**src/rtl/io_bridge_pkg.sv**
```systemverilog
// Shared decode constants and read-source encoding for the CPU/RAM/UART bridge.
package io_bridge_pkg;
  localparam logic [17:0] IO_PORT_ADDR = 18'h30000;
  localparam logic [17:0] IO_CNT_ADDR  = 18'h30004;
  localparam logic [1:0]  IO_SEL_BITS  = 2'b11;

  typedef enum logic [1:0] {
    SRC_NONE = 2'd0,
    SRC_RAM  = 2'd1,
    SRC_IO   = 2'd2
  } din_src_e;
endpackage

```
**src/rtl/io_tx_fifo.sv**
```systemverilog
// UART transmit FIFO; a push into a full FIFO is accepted only if a pop frees a slot
// in the same cycle, otherwise it is dropped and flagged on drop_o.
module io_tx_fifo #(
  parameter int TX_DEPTH = 16
) (
  input  logic                        clk_in,
  input  logic                        rst_in,
  input  logic                        push_i,
  input  logic [7:0]                  wdata_i,
  input  logic                        pop_i,
  output logic [7:0]                  rdata_o,
  output logic                        full_o,
  output logic                        empty_o,
  output logic                        drop_o,
  output logic [$clog2(TX_DEPTH):0]   count_o
);
  localparam int AW = $clog2(TX_DEPTH);

  logic [7:0]  mem_q [TX_DEPTH];
  logic [AW:0] wptr_q, rptr_q;
  logic        wr_en, rd_en;

  assign empty_o = (wptr_q == rptr_q);
  assign full_o  = ((wptr_q ^ rptr_q) == {1'b1, {AW{1'b0}}});
  assign rd_en   = pop_i & ~empty_o;
  assign wr_en   = push_i & (~full_o | rd_en);
  assign drop_o  = push_i & ~wr_en;
  assign count_o = wptr_q - rptr_q;
  assign rdata_o = mem_q[rptr_q[AW-1:0]];

  always_ff @(posedge clk_in) begin
    if (!rst_in) begin
      wptr_q <= '0;
      rptr_q <= '0;
    end else begin
      if (wr_en) wptr_q <= wptr_q + 1'b1;
      if (rd_en) rptr_q <= rptr_q + 1'b1;
    end
  end

  always_ff @(posedge clk_in) begin
    if (wr_en) mem_q[wptr_q[AW-1:0]] <= wdata_i;
  end
endmodule

```
**src/rtl/io_bridge.sv**
```systemverilog
// CPU byte-bus bridge: RAM/IO decode, UART TX FIFO, stop/done flags and cycle counter.
// Optional feature macro: IO_CYCLE_COUNTER_EN (cycle counter + snapshot reads).
module io_bridge
  import io_bridge_pkg::*;
#(
  parameter int TX_DEPTH    = 16,
  parameter int FULL_MARGIN = 2
) (
  input  logic        clk_in,
  input  logic        rst_in,
  input  logic        rdy_in,
  input  logic [31:0] cpu_a,
  input  logic [7:0]  cpu_dout,
  input  logic        cpu_wr,
  output logic [7:0]  cpu_din,
  output logic        io_buffer_full,
  output logic [16:0] ram_a,
  output logic [7:0]  ram_dout,
  output logic        ram_wr,
  input  logic [7:0]  ram_din,
  output logic [7:0]  tx_data,
  output logic        tx_valid,
  input  logic        tx_ready,
  input  logic [7:0]  rx_data,
  input  logic        rx_valid,
  output logic        rx_pop,
  output logic        prog_done,
  output logic        tx_overflow
);
  localparam int AW = $clog2(TX_DEPTH);

  logic [17:0] a18;
  logic        is_io, io_wr, io_rd, wr_port, wr_stop, push, pop;
  logic        fifo_full, fifo_empty, fifo_drop, full_d;
  logic [7:0]  push_data, io_d, io_q;
  logic [AW:0] fifo_cnt, cnt_nxt;
  logic        stop_q, done_q, ovf_q, bfull_q;
  din_src_e    src_q;
  logic        unused_addr_hi;

  assign a18            = cpu_a[17:0];
  assign unused_addr_hi = ^cpu_a[31:18];
  assign is_io          = (a18[17:16] == IO_SEL_BITS);

  assign ram_a    = cpu_a[16:0];
  assign ram_dout = cpu_dout;
  assign ram_wr   = cpu_wr & ~is_io & rdy_in;

  assign io_wr     = rdy_in & is_io & cpu_wr & ~stop_q;
  assign io_rd     = rdy_in & is_io & ~cpu_wr;
  assign wr_port   = io_wr & (a18 == IO_PORT_ADDR) & (cpu_dout != 8'h00);
  assign wr_stop   = io_wr & (a18 == IO_CNT_ADDR);
  assign push      = wr_port | wr_stop;
  assign push_data = wr_stop ? 8'h00 : cpu_dout;

  assign tx_valid = ~fifo_empty;
  assign pop      = tx_valid & tx_ready;

  io_tx_fifo #(.TX_DEPTH(TX_DEPTH)) u_fifo (
    .clk_in  (clk_in),
    .rst_in  (rst_in),
    .push_i  (push),
    .wdata_i (push_data),
    .pop_i   (pop),
    .rdata_o (tx_data),
    .full_o  (fifo_full),
    .empty_o (fifo_empty),
    .drop_o  (fifo_drop),
    .count_o (fifo_cnt)
  );

  // Back-pressure looks at the occupancy after this cycle's push/pop.
  assign cnt_nxt = fifo_cnt + (AW+1)'(push & ~fifo_drop) - (AW+1)'(pop);
  assign full_d  = (32'(cnt_nxt) + 32'(FULL_MARGIN)) >= 32'(TX_DEPTH);

  assign rx_pop = rst_in & io_rd & (a18 == IO_PORT_ADDR) & rx_valid;

`ifdef IO_CYCLE_COUNTER_EN
  logic [31:0] cyc_q, snap_q;
  logic        snap_ld;

  assign snap_ld = io_rd & (a18 == IO_CNT_ADDR);

  always_ff @(posedge clk_in) begin
    if (!rst_in) begin
      cyc_q  <= '0;
      snap_q <= '0;
    end else begin
      if (rdy_in)  cyc_q  <= cyc_q + 32'd1;
      if (snap_ld) snap_q <= cyc_q;
    end
  end
`endif

  always_comb begin
    io_d = 8'h00;
    if (a18 == IO_PORT_ADDR) io_d = rx_valid ? rx_data : 8'h00;
`ifdef IO_CYCLE_COUNTER_EN
    else if (a18 == IO_CNT_ADDR)          io_d = cyc_q[7:0];
    else if (a18 == IO_CNT_ADDR + 18'd1)  io_d = snap_q[15:8];
    else if (a18 == IO_CNT_ADDR + 18'd2)  io_d = snap_q[23:16];
    else if (a18 == IO_CNT_ADDR + 18'd3)  io_d = snap_q[31:24];
`endif
  end

  always_comb begin
    case (src_q)
      SRC_RAM: cpu_din = ram_din;
      SRC_IO:  cpu_din = io_q;
      default: cpu_din = 8'h00;
    endcase
  end

  always_ff @(posedge clk_in) begin
    if (!rst_in) begin
      stop_q  <= 1'b0;
      done_q  <= 1'b0;
      ovf_q   <= 1'b0;
      bfull_q <= 1'b0;
      io_q    <= 8'h00;
      src_q   <= SRC_NONE;
    end else begin
      if (fifo_drop) ovf_q  <= 1'b1;
      if (wr_stop)   stop_q <= 1'b1;
      done_q  <= done_q | (stop_q & fifo_empty);
      bfull_q <= full_d;
      if (rdy_in) begin
        if (is_io) begin
          src_q <= SRC_IO;
          if (!cpu_wr) io_q <= io_d;
        end else begin
          src_q <= SRC_RAM;
        end
      end else begin
        // Stalled: freeze whatever the CPU currently sees, RAM data included.
        io_q  <= cpu_din;
        src_q <= SRC_IO;
      end
    end
  end

  assign prog_done      = done_q;
  assign tx_overflow    = ovf_q;
  assign io_buffer_full = bfull_q;
endmodule
```
**config.mk**
```make
export PLATFORM = sky130hd
export DESIGN_NAME = io_bridge
export DESIGN_NICKNAME = d
export VERILOG_FILES = /design/src/rtl/io_bridge_pkg.sv /design/src/rtl/io_tx_fifo.sv /design/src/rtl/io_bridge.sv
export SDC_FILE = /design/constraint.sdc
export NUM_CORES = 1
export LEC_CHECK = 0
export ABC_AREA = 0
export BUFFER_PORTS_ARGS = -buffer_cell sky130_fd_sc_hd__buf_2
export CAP_MARGIN = 20
export CORE_ASPECT_RATIO = 1.5
export CORE_UTILIZATION = 49
export CTS_BUF_LIST = sky130_fd_sc_hd__clkbuf_8
export DETAILED_ROUTE_END_ITERATION = 8
export PLACE_DENSITY_LB_ADDON = 0.08
export SLEW_MARGIN = 20
export SYNTH_ARGS = -nofsm -noshare
export SYNTH_HDL_FRONTEND = slang
export SYNTH_SLANG_ARGS = --single-unit
```
**constraint.sdc**
```tcl
create_clock -name clk_in -period 3.6 [get_ports clk_in]
set_input_delay 0.9 -clock clk_in [delete_from_list [all_inputs] [get_ports clk_in]]
set_output_delay 0.9 -clock clk_in [all_outputs]
set_load 0.03 [all_outputs]
```
==> run summary, run 1 <==
worst hold slack = 0.479 ns
max frequency = 289 MHz
CP Class = in -> reg
hold depth = 1
Synth top area share = 56.2%
Net Switching = 0.791 mW
peak supply drop = 0.275 mV
Worst setup SP type = input pin
Worst EP required = 3.98 ns
post-CTS sizing = 0
initial antenna violation count = 0
PD cells = 448 nW/um^2
clk sinks = 156
# IOs = 109
Post-CTS Setup Bufs = 0
Initial Util = 50.5%
Total GRT Usage = 21.1%
first-iteration detailed-routing DRC count = 183
status = finished, violations left
Syn Nets = 508
CP endpoint kind = flip-flop
Skew-Pair Late Insertion Delay = 0.43 ns
CP arrival = 3.84 ns
Fillers = 1098
pin count of the biggest net entering global routing = 33
Worst Max-Slew Pin Slew = 1.05 ns
fin nets = 605
Remaining DRCs = 4
failing checks = design-rule violations
most frequent cells in the layout = edfxtp_1, buf_2, mux4_2, buf_4, dfxtp_1
drt total wl = 14200 microns
max capacitance violation total = 0
H-tree levels = 4
PortBufs = 94
Vias = 3859
fin area = 7970 sq um
post-synth cell types = 47
RSZ-0062 raised after global routing = false
die span in y = 147 microns
Yosys warnings = 0
share of flip-flops with an asynchronous set or reset = 0%
clock-pin slew on the worst setup and hold paths = 0.09 ns
CTS tree = yes
#FFs+latches synth = 156
drt pass-1 iters = 6
Final min period = 3.47 ns
die area = 14400 sq um
antenna violation net count after detailed routing = 0
Switching Fraction = 22.2%
sequential area share after synthesis = 64.4%
total power = 3.57 mW
Leak = 2.78 nW
final setup TNS = 0 ns
EDFF count, synth = 128
cts bufs inserted = 17
FP Rows = 52
hold-fix buffers at CTS = 0
Period Utilization, post-route = 96.3%
Mapped Area = 6840 sq um
Root Driver = clkbuf_8
Mean Syn Cell Area = 15.9 sq um
Top FF cell, synth = edfxtp_1
dpl cell area = 7510 sq um
Finish-stage setup viols = 0
Horiz. Die Dim = 98.4 microns
global-route wire length before repair = 22300 microns
hpwl dp = 9930 microns
RD Place Congestion = 0.793
commonest non-fill, non-tap cell in the layout = edfxtp_1
power share of the combinational group = 4.7%
largest cells by area after synthesis = edfxtp_1, mux4_2, dfxtp_1
final hold violation count = 0
FF-to-FF path depth = 14
vias in the first global route = 4130
Slew HR = 29.8%
Worst Hold Class = reg -> reg
# diodes = 0
Vias/cell = 5.50
Area Overhead vs Synth = 16.6%
cell taking the most area after synthesis = edfxtp_1
core area = 13500 sq um
layout cell share with drive strength beyond 1 = 39.8%
Setup Skew = 0.0132 ns
Max Slew Vio Count = 0
Clock Path Buffers = 2
Syn Inst Count = 430
Overflow after GRT = 0
crit path max fanout = 3
Reg power frac = 54.8%
internal power = 2.78 mW
Wirelength per Cell = 20.3 microns
clock group share of total power = 40.5%
## registers in the layout (all words and copies together) (netlist names), named ones only
| register | count |
|---|---|
| u_fifo.wptr_q | 5 |
| u_fifo.mem_q | 128 |
| io_q | 8 |
| u_fifo.rptr_q | 5 |
| stop_q | 1 |
| io_buffer_full | 1 |
| prog_done | 1 |
| src_q | 2 |
| tx_overflow | 1 |
## layer usage
metal | vias up | wire (microns) | share of wire (%) | track usage [%]
met5 | - | 0 | 0 | 0
met2 | 112 | 7710 | 54 | 37.9
li1 | 1810 | - | - | -
met1 | 1931 | 5870 | 41 | 25.0
met3 | 6 | 534 | 3.7 | 4.60
met4 | 0 | 128 | 0.90 | 6.79
## cell type report
class                           count  area, sq um  area share, %
Sequential cell                   156         4410           55.3
Timing Repair Buffer              123          701           8.79
Multi-Input combinational cell    213         2150           27.0
Clock inverter                     15          211           2.65
Clock buffer                       17          234           2.94
Inverter                           16         60.1          0.754
Tap cell                          162          203           2.54
## final timing paths
path | from | endpoint | slack [ns]
max | cpu_dout[4] | io_buffer_full | 0.13
min | prog_done | prog_done | 0.48
max reg2reg | u_fifo.wptr_q[2] | io_buffer_full | 0.23
min reg2reg | prog_done | prog_done | 0.48
## cell usage after synthesis, types with 9 or more instances
cell	instances
mux4_2	40
nor3_1	15
dfxtp_1	28
clkbuf_1	14
ha_1	13
xnor2_1	12
nor2_1	23
buf_4	25
o21ai_0	9
edfxtp_1	128
nor2b_1	10
inv_1	16
nand2_1	12
a21oi_1	20
## stage by stage
step           instances  util, %  setup slack [ns]
2_1_floorplan        430        -           -0.0834
3_3_place_gp         670     55.5            -0.285
3_5_place_dp         670     55.5            -0.307
4_1_cts              702     58.8             0.154
5_1_grt              702     58.9            0.0351
6_report             702     58.9             0.135
## logic make-up (layout without fill, tap and decap cells)
| family | count (synthesis) | after routing | share of synthesized area [%] |
|---|---|---|---|
| buffers and inverters | 61 | 171 | 4.80 |
| AND/OR/NAND/NOR | 96 | 96 | 8.42 |
| XOR/XNOR | 14 | 14 | 1.79 |
| AO/OA/AOI/OAI | 46 | 46 | 3.97 |
| flip-flops | 156 | 156 | 64.4 |
| adder cells (fa/ha/maj) | 16 | 16 | 3.26 |
| multiplexers | 41 | 41 | 13.3 |
## power by group through the flow
stage                     registers, mW  clock network (mW)  logic [mW]
after floorplan                    2.00                   0       0.110
after global placement             2.00                   0       0.162
after detailed placement           2.00                   0       0.167
after CTS                          1.96                1.47       0.168
after global routing               1.96                1.54       0.181
final                              1.96                1.45       0.166
## worst max-delay path, cell delays in order
cell and delay [ns]:
buf_2 0.11, or4_1 0.63, o31ai_2 0.40, nor4_4 0.06
inv_1 0.07, fa_2 0.17, inv_1 0.04, fa_1 0.48
ha_2 0.18, inv_1 0.05, fa_1 0.37, xnor2_1 0.15
nand3b_1 0.09, a21boi_1 0.13
(Power assumes the default switching activity.)
==> inputs of run 2 (changes only) <==
==> constraint.sdc (replaced) <==
create_clock -name clk_in -period 3.6 [get_ports clk_in]
set_input_delay 0.9 -clock clk_in [delete_from_list [all_inputs] [get_ports clk_in]]
set_output_delay 0.9 -clock clk_in [all_outputs]
set_load 0.01 [all_outputs]
==> run summary, run 2 (synthesized netlist as in run 1, its figures left out) <==
status = finished, violations left
failing checks = design-rule violations
power share of the combinational group = 4.1%
crit path max fanout = 25
RD Place Congestion = 0.792
GRT met2 Usage = 37.3%
die span in y = 147 microns
Slew HR = 31.4%
Final Util = 58.8%
Fillers = 1075
Switching Fraction = 22.7%
first-iteration detailed-routing DRC count = 202
Worst setup SP type = flip-flop
antenna violation net count after detailed routing = 0
Remaining DRCs = 4
Finish-stage setup viols = 0
Total GRT Usage = 21.0%
PortBufs = 94
GRT busiest layer = met2
Overflow after GRT = 0
Reg power frac = 57.0%
GR met3 Demand/Resource = 4.26%
Layout Cells excl Fill = 705
CTS tree = yes
layout cell share with drive strength beyond 1 = 40.3%
Max Slew Vio Count = 0
CP Buf/Inv Count = 2
Worst Hold Class = reg -> reg
fin nets = 608
Leak = 2.78 nW
Vias/cell = 5.49
Worst EP required = 2.70 ns
Vias = 3871
Worst path depth = 4
delay-heaviest family, CP = multiplexers
Net Switching = 0.779 mW
max frequency = 295 MHz
pin count of the biggest net entering global routing = 33
Final min period = 3.39 ns
PD cells = 430 nW/um^2
pre-CTS setup slack = -0.318 ns
CP Class = reg -> out
core area = 13500 sq um
drt total wl = 14000 microns
CP endpoint kind = output pin
met1 Use GR = 24.8%
clk sinks = 156
CP arrival = 2.49 ns
vias in the first global route = 4123
Root Driver = clkbuf_8
Placed Cells = 672
Skew-Pair Late Insertion Delay = 0.44 ns
global-route wire length before repair = 22100 microns
Worst R2R Start = u_fifo.wptr_q[2]
die area = 14400 sq um
R2R Setup Slk = 0.25 ns
FP Rows = 52
# diodes = 0
CP dominant cell by count = mux4_2
Period Utilization, post-route = 94.1%
FF-to-FF path depth = 14
Post-CTS Setup Bufs = 0
drt pass-1 iters = 7
number of flip-flops in the largest register = 128
H-tree levels = 4
Initial Util = 50.5%
clock group share of total power = 38.8%
Crit-path slowest cell = mux4_2
most frequent cells in the layout = edfxtp_1, buf_2, mux4_2, buf_4, dfxtp_1
FF-to-FF End = io_buffer_full
Clock Path Buffers = 2
Horiz. Die Dim = 98.4 microns
peak per-stage delay on the critical path = 0.57 ns
Setup Skew = 0.0131 ns
Final WS setup = 0.212 ns
clock-pin slew on the worst setup and hold paths = 0.09 ns
cells along the critical path = buf_12 -> mux4_2 -> mux4_2 -> buf_2
internal power = 2.65 mW
max capacitance violation total = 0
Wirelength per Cell = 19.9 microns
Worst Max-Slew Pin Slew = 1.03 ns
cts bufs inserted = 17
final hold violation count = 0
# IOs = 109
peak supply drop = 0.238 mV
RSZ-0062 raised after global routing = false
hpwl dp = 9880 microns
commonest non-fill, non-tap cell in the layout = edfxtp_1
Area Overhead vs Synth = 16.5%
initial antenna violation count = 0
CP endpoint = tx_data[7]
==> run 2: final cells by class <==
cell class | instances | area [sq um] | share of cell area [%]
Clock inverter | 15 | 178 | 2.23
Clock buffer | 17 | 234 | 2.94
Tap cell | 162 | 203 | 2.55
Inverter | 16 | 60.1 | 0.754
Multi-Input combinational cell | 213 | 2160 | 27.1
Timing Repair Buffer | 126 | 723 | 9.08
Sequential cell | 156 | 4410 | 55.3
==> run 2: timing repair <==
item | 4_1_cts | 5_1_grt
hold buffers | 0 | 0
endpoints found under the setup margin | 0 | 1
gates resized for setup | 0 | 1
==> run 2: power by group through the flow <==
stage | Sequential, mW | Combinational (mW) | Clock, mW
final | 1.96 | 0.141 | 1.33
after global routing | 1.96 | 0.157 | 1.43
after CTS | 1.96 | 0.141 | 1.36
after detailed placement | 2.00 | 0.141 | 0
after global placement | 2.00 | 0.135 | 0
after floorplan | 2.00 | 0.0820 | 0
==> run 2: worst min path at each step <==
stage	start	to	slack, ns	cells after the start
floorplan	u_fifo.wptr_q[4]	u_fifo.wptr_q[4]	0.48	2
global placement	prog_done	prog_done	0.45	1
detailed placement	prog_done	prog_done	0.46	1
CTS	prog_done	prog_done	0.48	1
global route	prog_done	prog_done	0.50	1
finish	prog_done	prog_done	0.48	1
==> run 2: metrics by stage <==
step | instance area, sq um | hold WS, ns | power, mW | setup TNS (ns)
after floorplan | 6880 | 0.479 | 2.08 | -0.0722
after detailed placement | 7530 | 0.456 | 2.14 | -0.318
after CTS | 7940 | 0.481 | 3.46 | 0
after global routing | 7960 | 0.501 | 3.55 | 0
after global placement | 7530 | 0.450 | 2.13 | -0.311
final | 7960 | 0.481 | 3.43 | 0
==> run 2: worst reg2reg max path, cell delays in order, from the launching register on <==
cell and delay, ns:
dfxtp_1 0.34, inv_1 0.09, ha_1 0.33, and3b_1 0.20
and4_1 0.24, nor4_4 0.30, inv_1 0.08, fa_2 0.33
inv_2 0.06, fa_1 0.39, ha_2 0.19, inv_1 0.06
fa_1 0.39, nand3b_1 0.16, a21boi_1 0.13
==> run 2: routing by layer <==
| metal | vias to the layer above | routed length, microns | part of all wire (%) |
|---|---|---|---|
| met4 | 0 | 348 | 2.5 |
| met3 | 27 | 560 | 4.0 |
| met5 | - | 0 | 0 |
| li1 | 1820 | - | - |
| met2 | 116 | 7480 | 53 |
| met1 | 1908 | 5620 | 40 |
